## src/rtl/multicycle_core_pkg.sv

```systemverilog
// multicycle_core_pkg: opcodes, FSM/ALU encodings and instruction field helpers for multicycle_core
package multicycle_core_pkg;
   typedef enum logic [1:0] {FETCH, EXEC, MEM, HALTED} state_e;
   typedef enum logic [1:0] {ALU_ADD, ALU_SUB, ALU_PASS} alu_op_e;
   localparam logic [3:0] OP_NOP   = 4'h0;
   localparam logic [3:0] OP_LI    = 4'h1;
   localparam logic [3:0] OP_ADD   = 4'h2;
   localparam logic [3:0] OP_SUB   = 4'h3;
   localparam logic [3:0] OP_MOV   = 4'h4;
   localparam logic [3:0] OP_LW    = 4'h5;
   localparam logic [3:0] OP_SW    = 4'h6;
   localparam logic [3:0] OP_ADDSP = 4'h7;
   localparam logic [3:0] OP_BEQ   = 4'h8;
   localparam logic [3:0] OP_JAL   = 4'h9;
   localparam logic [3:0] OP_JR    = 4'hA;
   localparam logic [3:0] OP_HALT  = 4'hF;
   function automatic int imm_w(input int w);
      return w - 4;
   endfunction
   function automatic int op_lsb(input int w);
      return w - 4;
   endfunction
endpackage

```

## src/rtl/multicycle_core_alu.sv

```systemverilog
// multicycle_core_alu: add/subtract/pass-through with signed overflow and zero flags
module multicycle_core_alu import multicycle_core_pkg::*; #(
   parameter int WIDTH = 16
) (
   input  logic [WIDTH-1:0] a_i,
   input  logic [WIDTH-1:0] b_i,
   input  alu_op_e          op_i,
   output logic [WIDTH-1:0] result_o,
   output logic             overflow_o,
   output logic             zero_o
);
   always_comb begin
      result_o   = op_i == ALU_ADD ? a_i + b_i : op_i == ALU_SUB ? a_i - b_i : a_i;
      overflow_o = op_i == ALU_ADD ? (a_i[WIDTH-1] == b_i[WIDTH-1]) && (result_o[WIDTH-1] != a_i[WIDTH-1]) :
                   op_i == ALU_SUB ? (a_i[WIDTH-1] != b_i[WIDTH-1]) && (result_o[WIDTH-1] != a_i[WIDTH-1]) : 1'b0;
      zero_o     = result_o == '0;
   end
endmodule

```

## src/rtl/multicycle_core.sv

```systemverilog
// multicycle_core: fetch/execute FSM core with a request/ready memory port.
// Define MULTICYCLE_CORE_TRAP_ILLEGAL_EN to trap opcodes B-E into HALTED with illegal=1.
module multicycle_core import multicycle_core_pkg::*; #(
   parameter int                WIDTH    = 16,
   parameter int                ADDR_W   = 16,
   parameter logic [ADDR_W-1:0] RESET_PC = '0,
   parameter logic [ADDR_W-1:0] RESET_SP = {ADDR_W{1'b1}}
) (
   input  logic              clock,
   input  logic              reset,
   output logic              mem_req,
   output logic              mem_we,
   output logic [ADDR_W-1:0] mem_addr,
   output logic [WIDTH-1:0]  mem_wdata,
   input  logic [WIDTH-1:0]  mem_rdata,
   input  logic              mem_ready,
   output logic [WIDTH-1:0]  instruction,
   output logic [ADDR_W-1:0] pc_out,
   output logic              overflow_output,
   output logic              halted,
   output logic              illegal
);
   localparam int IW = imm_w(WIDTH);
   state_e            state_q;
   logic [ADDR_W-1:0] pc_q, sp_q, addr_q;
   logic [WIDTH-1:0]  ir_q, mary_q, shelley_q, comp_q, ra_q;
   logic              ovf_q;
   logic [3:0]        op;
   logic [WIDTH-1:0]  imm_z, imm_s, sp_off, pc_off, alu_a, alu_res;
   logic [ADDR_W-1:0] ea, br_pc;
   alu_op_e           alu_op;
   logic              alu_ovf, alu_zero;
   always_comb begin
      op     = ir_q[WIDTH-1 -: 4];
      imm_z  = WIDTH'(ir_q[IW-1:0]);
      imm_s  = {{4{ir_q[IW-1]}}, ir_q[IW-1:0]};
      sp_off = WIDTH'(sp_q) + imm_s;
      pc_off = WIDTH'(pc_q) + imm_s;
      ea     = sp_off[ADDR_W-1:0];
      br_pc  = pc_off[ADDR_W-1:0];
      alu_op = op == OP_ADD ? ALU_ADD : op == OP_SUB ? ALU_SUB : ALU_PASS;
      // pass-through of comp gives the BEQ zero test for free
      alu_a  = alu_op == ALU_PASS ? comp_q : mary_q;
   end
   multicycle_core_alu #(.WIDTH(WIDTH)) u_alu (
      .a_i(alu_a), .b_i(shelley_q), .op_i(alu_op),
      .result_o(alu_res), .overflow_o(alu_ovf), .zero_o(alu_zero)
   );
   // reset gates the request directly so a pending transfer drops in the same cycle
   assign mem_req         = !reset && (state_q == FETCH || state_q == MEM);
   assign mem_we          = state_q == MEM && op == OP_SW;
   assign mem_addr        = state_q == FETCH ? pc_q : addr_q;
   assign mem_wdata       = comp_q;
   assign instruction     = ir_q;
   assign pc_out          = pc_q;
   assign overflow_output = ovf_q;
   assign halted          = state_q == HALTED;
`ifdef MULTICYCLE_CORE_TRAP_ILLEGAL_EN
   logic ill_q;
   assign illegal = ill_q;
`else
   assign illegal = 1'b0;
`endif
   always_ff @(posedge clock or posedge reset) begin
      if (reset) begin
         state_q   <= FETCH;
         pc_q      <= RESET_PC;
         sp_q      <= RESET_SP;
         addr_q    <= '0;
         ir_q      <= '0;
         mary_q    <= '0;
         shelley_q <= '0;
         comp_q    <= '0;
         ra_q      <= '0;
         ovf_q     <= 1'b0;
`ifdef MULTICYCLE_CORE_TRAP_ILLEGAL_EN
         ill_q     <= 1'b0;
`endif
      end else begin
         case (state_q)
            FETCH: if (mem_ready) begin
               ir_q    <= mem_rdata;
               pc_q    <= pc_q + ADDR_W'(1);
               state_q <= EXEC;
            end
            EXEC: begin
               state_q <= FETCH;
               case (op)
                  OP_LI:          mary_q <= imm_z;
                  OP_ADD, OP_SUB: begin comp_q <= alu_res; ovf_q <= alu_ovf; end
                  OP_MOV:         shelley_q <= comp_q;
                  OP_LW, OP_SW:   begin addr_q <= ea; state_q <= MEM; end
                  OP_ADDSP:       sp_q <= ea;
                  OP_BEQ:         if (alu_zero) pc_q <= br_pc;
                  OP_JAL:         begin ra_q <= WIDTH'(pc_q); pc_q <= imm_z[ADDR_W-1:0]; end
                  OP_JR:          pc_q <= ra_q[ADDR_W-1:0];
                  OP_HALT:        state_q <= HALTED;
`ifdef MULTICYCLE_CORE_TRAP_ILLEGAL_EN
                  4'hB, 4'hC, 4'hD, 4'hE: begin state_q <= HALTED; ill_q <= 1'b1; end
`endif
                  default: ;
               endcase
            end
            MEM: if (mem_ready) begin
               if (op == OP_LW) mary_q <= mem_rdata;
               state_q <= FETCH;
            end
            default: ;
         endcase
      end
   end
endmodule

```

## config.mk

```make
export PLATFORM = sky130hd
export DESIGN_NAME = multicycle_core
export DESIGN_NICKNAME = d
export VERILOG_FILES = /design/src/rtl/multicycle_core_pkg.sv /design/src/rtl/multicycle_core_alu.sv /design/src/rtl/multicycle_core.sv
export SDC_FILE = /design/constraint.sdc
export NUM_CORES = 1
export LEC_CHECK = 0
export CORE_MARGIN = 1
export CORE_UTILIZATION = 57
export CTS_CLUSTER_SIZE = 12
export DETAILED_ROUTE_END_ITERATION = 12
export GPL_TIMING_DRIVEN = 0
export PLACE_DENSITY = 0.83
export SYNTH_ARGS = -nofsm -noshare
export SYNTH_HDL_FRONTEND = slang
export SYNTH_SLANG_ARGS = --single-unit
```

## constraint.sdc

```tcl
create_clock -name clock -period 7.3 [get_ports clock]
set_input_delay 1.095 -clock clock [delete_from_list [all_inputs] [get_ports clock]]
set_output_delay 1.095 -clock clock [all_outputs]
set_load 0.05 [all_outputs]
```

Word-level counts from Yosys, hierarchy flattened. Cells that the tools add are included.

Add/sub/neg operators: 5. Equality and inequality tests: 25. Mux-type cells: 20. Reductions and logical operators: 23.

Operators by type and width (number): $mux 16 (9); $pmux 16 s2 (2); $add 16x16->16 (3); $pmux 16 s3 (1); $add 16x1->16 const B (1); $eq 4x3->1 const B (4); $eq 4x4->1 const B (4); $logic_not 16->1 (1); $sub 16x16->16 (1); $reduce_and 2->1 (6); $eq 4x2->1 const B (2); $mux 2 (4); $reduce_and 4->1 (2); $eq 2x2->1 const B (3); $pmux 2 s3 (1); $eq 2x1->1 const B (2); $eq 4x1->1 const B (1); $logic_and 1x1->1 (4); $logic_not 2->1 (2); $ne 2x1->1 const B (2); $ne 2x2->1 const B (2); $ne 4x2->1 const B (1); $pmux 2 s2 (1); $reduce_bool 2->1 (2); 9 further kinds (12).

Bits in registers: 131. Bits of input ports: 19. Output and inout port bits: 69. Logic and storage cells: 83.

Logic depth before layout (Yosys ltp).
Word-level depth: 12. Gate-level depth with buffers: 19.

Cells and area by module. From an unflattened synthesis, not the netlist that was laid out.

Cell total of the unflattened synthesis: 1023. Area total of the unflattened synthesis: 9570.4 µm².

By module, submodules not included: multicycle_core (instances 1, cells an instance 740, area each 7648.6 µm², seq. area each 3298.2 µm²); multicycle_core_alu (instances 1, cells an instance 283, area each 1921.8 µm², seq. area each 0.0 µm²).

Worst setup path after synthesis. No wires, ideal clock.

Path kind: register -> register. Start: reg ir_q[14], in the netlist instruction[14]. End: reg pc_q[15], in the netlist pc_out[15]. Library setup time: 0.126 ns. Arrival time: 5.044 ns. Required time: 7.174 ns. Path slack: 2.130 ns. Stages on the path, launching flop included: 18. Path buffers: 2. Period minus slack after synthesis: 5.170 ns. Cell sequence: dfrtp_1 > clkbuf_1 > nor3b_1 > clkbuf_1 > mux2i_1 > ha_1 > inv_1 > fa_1 > a211oi_1 > nor4_1 > or4_4 > o21a_1 > a21oi_2 > nand4_1 > or4_4 > o41ai_4 > o21ai_1 > a221o_1.

Cells in the longest elaborated chain, start to end: 11. Elaborated cells on any way between the ends: 21. Those cells by class: add/sub: 2; eq/ne: 9; mux: 7; reduce/logical: 3.

Ends and longest elaborated chain: start: declaration (RTL line multicycle_core.sv:26) `logic [WIDTH-1:0] ir_q, mary_q, shelley_q, comp_q, ra_q;`; start signal: assignment (RTL line multicycle_core.sv:82) `ir_q <= mem_rdata;`; $eq 4x2->1 (RTL line multicycle_core.sv:41) `alu_op = op == OP_ADD ? ALU_ADD : op == OP_SUB ? ALU_SUB : ALU_PASS;`; $mux 2 (2 in series) (RTL line multicycle_core.sv:41); $eq 2x2->1 (RTL line multicycle_core.sv:43) `alu_a = alu_op == ALU_PASS ? comp_q : mary_q;`; $mux 16 (RTL line multicycle_core.sv:43); $sub 16x16->16 (RTL line multicycle_core_alu.sv:13) `result_o = op_i == ALU_ADD ? a_i + b_i : op_i == ALU_SUB ? a_i - b_i : a_i;`; $mux 16 (2 in series) (RTL line multicycle_core_alu.sv:13); $logic_not 16->1 (RTL line multicycle_core_alu.sv:16) `zero_o = result_o == '0;`; $ne 3x3->1 (no source line); $reduce_and 4->1 (no source line); end signal: assignment (RTL line multicycle_core.sv:83) `pc_q <= pc_q + ADDR_W'(1);`; end signal: assignment (RTL line multicycle_core.sv:94) `OP_BEQ: if (alu_zero) pc_q <= br_pc;`; end signal: assignment (RTL line multicycle_core.sv:95) `OP_JAL: begin ra_q <= WIDTH'(pc_q); pc_q <= imm_z[ADDR_W-1:0]; end`; end: declaration (RTL line multicycle_core.sv:25) `logic [ADDR_W-1:0] pc_q, sp_q, addr_q;`.

Several ways; a longest one is shown, not always the timed one. A chain may end at the register's enable or synchronous reset.

Worst setup path after layout.
Start: reg ir_q[14], in the netlist instruction[14]. End: reg pc_q[8], in the netlist pc_out[8].

Same word-level chain as after synthesis.

==> summary.txt <==
Drt
  • DR iter-0 viols: 887
  • Total routed wirelength: 26.4 mm
  • DRT antenna net count: 0
  • Via count: 8532
  • DRC: 0
  • DR vias/cell: 6.29
  • Wire length per cell: 19.5 um
  • DRT Pass-1 Iters: 5

STA
  • Max-slew headroom: 0.0185
  • Setup TNS: 0 ns
  • Skew final: 0.00546 ns
  • Tcrit/Tclk final: 0.907
  • RSZ-0062 raised after global routing: no
  • Fmax: 151 MHz
  • Endpoints failing setup: 0
  • Hold WS: 0.487 ns
  • Worst-Margin Slew: 1.47 ns
  • Final Hold Fails: 0
  • Slew Limit Fails: 0
  • Min Tclk post-route: 6.62 ns

Global route
  • Total congestion overflow: 0
  • Vias in the first global route: 8407
  • Largest net degree at the start of global routing: 100
  • Global router's overall resource usage: 0.322
  • Initial antenna violation count: 0
  • First-pass GRT wire length: 42.0 mm

Finish
  • Fill count: 1190
  • Area growth syn-to-layout: 18.5%
  • Finished Layout Cells: 1356
  • Inserted Diodes: 0
  • Layout cells sized above 1: 0.153
  • Layout Nets: 1216

Setup path
  • Largest stage delay, worst path: 0.96 ns
  • Worst R2R Start: instruction[14]
  • Startpoint types: flop
  • Worst-path fanout max: 10
  • Crit-path slowest cell: nor3b_1
  • Ordered list of cells on the worst path: clkbuf_1, nor3b_1, clkbuf_1, mux2i_1, inv_1, ha_1, fa_1, mux2_1, mux2_2, nor4b_1, o211ai_1, nor4_1, nand4_1, or4_4, o41ai_4, buf_6, mux2i_1, nand2_1
  • CP delay by family, top: simple AND/OR/NAND/NOR gates
  • Critical Path RT: 7.61 ns
  • Worst EP arrival: 6.93 ns
  • Crit. Startpoint: instruction[14]
  • Worst-case reg-to-reg path depth: 18
  • Worst path bufs/invs: 4
  • R2r endpoint: pc_out[8]
  • Crit path capture type: flop
  • Reg2reg setup slack: 0.68 ns
  • Kind of critical path: flop to flop

Floorplan
  • Row count: 46
  • Die Ht: 131 um
  • Starting density of the core: 0.591
  • Die W: 131 um
  • Num ports: 88
  • Die area: 17200 um2
  • Core area: 16100 um2

Clock tree
  • Hold_buf cts: 0
  • CTS-repair resized insts: 0
  • Total CTS buffers: 17
  • CTS max path bufs: 2
  • CTS H-Tree Depth: 4
  • CTS tree: done
  • Latest clock arrival within the worst-skew pair: 0.43 ns
  • CTS sink count: 131
  • Clock transition at path regs: 0.06 ns
  • Root buf cell: clkbuf_16
  • Post-CTS Setup Bufs: 0

Synth
  • Largest cells by area after synthesis: dfrtp_1 (30%), mux2_2 (12%), ha_1 (8.7%)
  • Cell variety after synth: 83
  • Sequential-to-total area share from yosys stat: 0.348
  • Post-Syn Nets: 1110
  • Cell Area, Synth: 9490 um2
  • Synthesis-stage register bit count: 131
  • Top cells by count, synth: nand2_1 (118), dfrtp_1 (115), mux2_2 (97), nor2_1 (74)
  • Share of the synthesized area in the top cell type: 0.303
  • Yosys top cell by area: dfrtp_1
  • Mean Syn Cell Area: 9.29 um2
  • Most common cell in the netlist: nand2_1
  • Synth async-reset ratio: 1.00
  • Post-Syn Instances: 1021
  • Main flop type after synthesis: dfrtp_1
  • Post-synth EDFFs: 0
  • Synth warn: 0

Placement
  • Final HPWL from detailed placement: 19.2 mm
  • Placed instance count: 1324
  • Gpl congestion: 0.974
  • I/O Buffers: 86

Min path
  • Hold path depth: 2
  • Hold endpoint: mary_q[10]
  • Hold Path Origin: mary_q[10]
  • HP Class: flop to flop

Outcome
  • Run status: finished clean

Job
  • Maxcap violations: 0
-- tightest hold or removal path: cells and delay by family, from the launching register on --
kind	cells	cell delay, ns
AO/OA/AOI/OAI	1	0.06
AND/OR/NAND/NOR	1	0.05
flip-flops	1	0.34
-- layer usage --
| layer | GRT usage | part of all wire |
|---|---|---|
| met4 | 0.160 | 0.035 |
| met5 | 0 | 0 |
| met2 | 0.549 | 0.49 |
| met1 | 0.400 | 0.41 |
| met3 | 0.0468 | 0.063 |
-- worst max-delay path by stage --
stage,cells after the start,to,slack (ns)
floorplan,17,pc_out[15],2.13
global placement,2,shelley_q[12],0.84
detailed placement,18,pc_out[15],0.96
CTS,19,pc_out[8],0.80
global route,19,pc_out[8],0.43
finish,18,pc_out[8],0.68
-- metrics by stage --
stage / setup WS, ns / utilization / area (um2)
after floorplan: 2.13 / - / 9490
after global placement: 0.837 / 0.661 / 10600
after detailed placement: 0.958 / 0.664 / 10700
after CTS: 0.801 / 0.700 / 11200
after global routing: 0.431 / 0.700 / 11200
final: 0.680 / 0.700 / 11200
-- area by class of cell --
| cell class | instances | area, um2 | area share |
|---|---|---|---|
| well taps | 216 | 270 | 0.0240 |
| multi-input cells | 800 | 5840 | 0.519 |
| plain buffers | 49 | 205 | 0.0183 |
| clock inverters | 14 | 156 | 0.0139 |
| repair buffers | 87 | 888 | 0.0790 |
| clock buffers | 18 | 429 | 0.0382 |
| inverters | 41 | 159 | 0.0141 |
| flip-flops and latches | 131 | 3300 | 0.293 |
-- state kept, by name, indices dropped and copies added (netlist names) --
name             cells
instruction         16
addr_q              16
overflow_output      1
state_q              2
mary_q              16
mem_wdata           16
sp_q                16
pc_out              16
shelley_q           16
ra_q                16
-- cells in the final DEF, fill, tap and decap left out, types with 9 or more instances in the layout --
| master | n |
|---|---|
| clkdlybuf4s50_1 | 86 |
| mux2_2 | 97 |
| a21o_1 | 21 |
| clkbuf_1 | 41 |
| a21oi_1 | 43 |
| o21ai_1 | 9 |
| dfrtp_1 | 115 |
| xnor2_1 | 18 |
| o21a_1 | 11 |
| clkbuf_16 | 17 |
| o21ai_0 | 66 |
| dfstp_2 | 16 |
| nand2b_1 | 11 |
| nand2_1 | 118 |
| xor2_1 | 15 |
| nor2b_1 | 11 |
| nor4_1 | 10 |
| nand3_1 | 19 |
| nor3_1 | 21 |
| inv_1 | 39 |
| a211oi_1 | 11 |
| a31oi_1 | 9 |
| mux2i_1 | 20 |
| nor2_1 | 74 |
| ha_1 | 66 |
-- logic make-up after synthesis --
| kind of cell | share of synthesized area |
|---|---|
| AOI/OAI and AO/OA | 0.192 |
| xor gates and xnor gates | 0.0305 |
| adders and majority gates | 0.0955 |
| buffers and inverters | 0.0378 |
| DFF | 0.348 |
| muxes | 0.137 |
| other | 0.000395 |
| and+or+nand+nor | 0.159 |
Power is left out: the tool's default activity adds up to more than one toggle a clock period on the data nets, which glitch-free logic cannot reach.
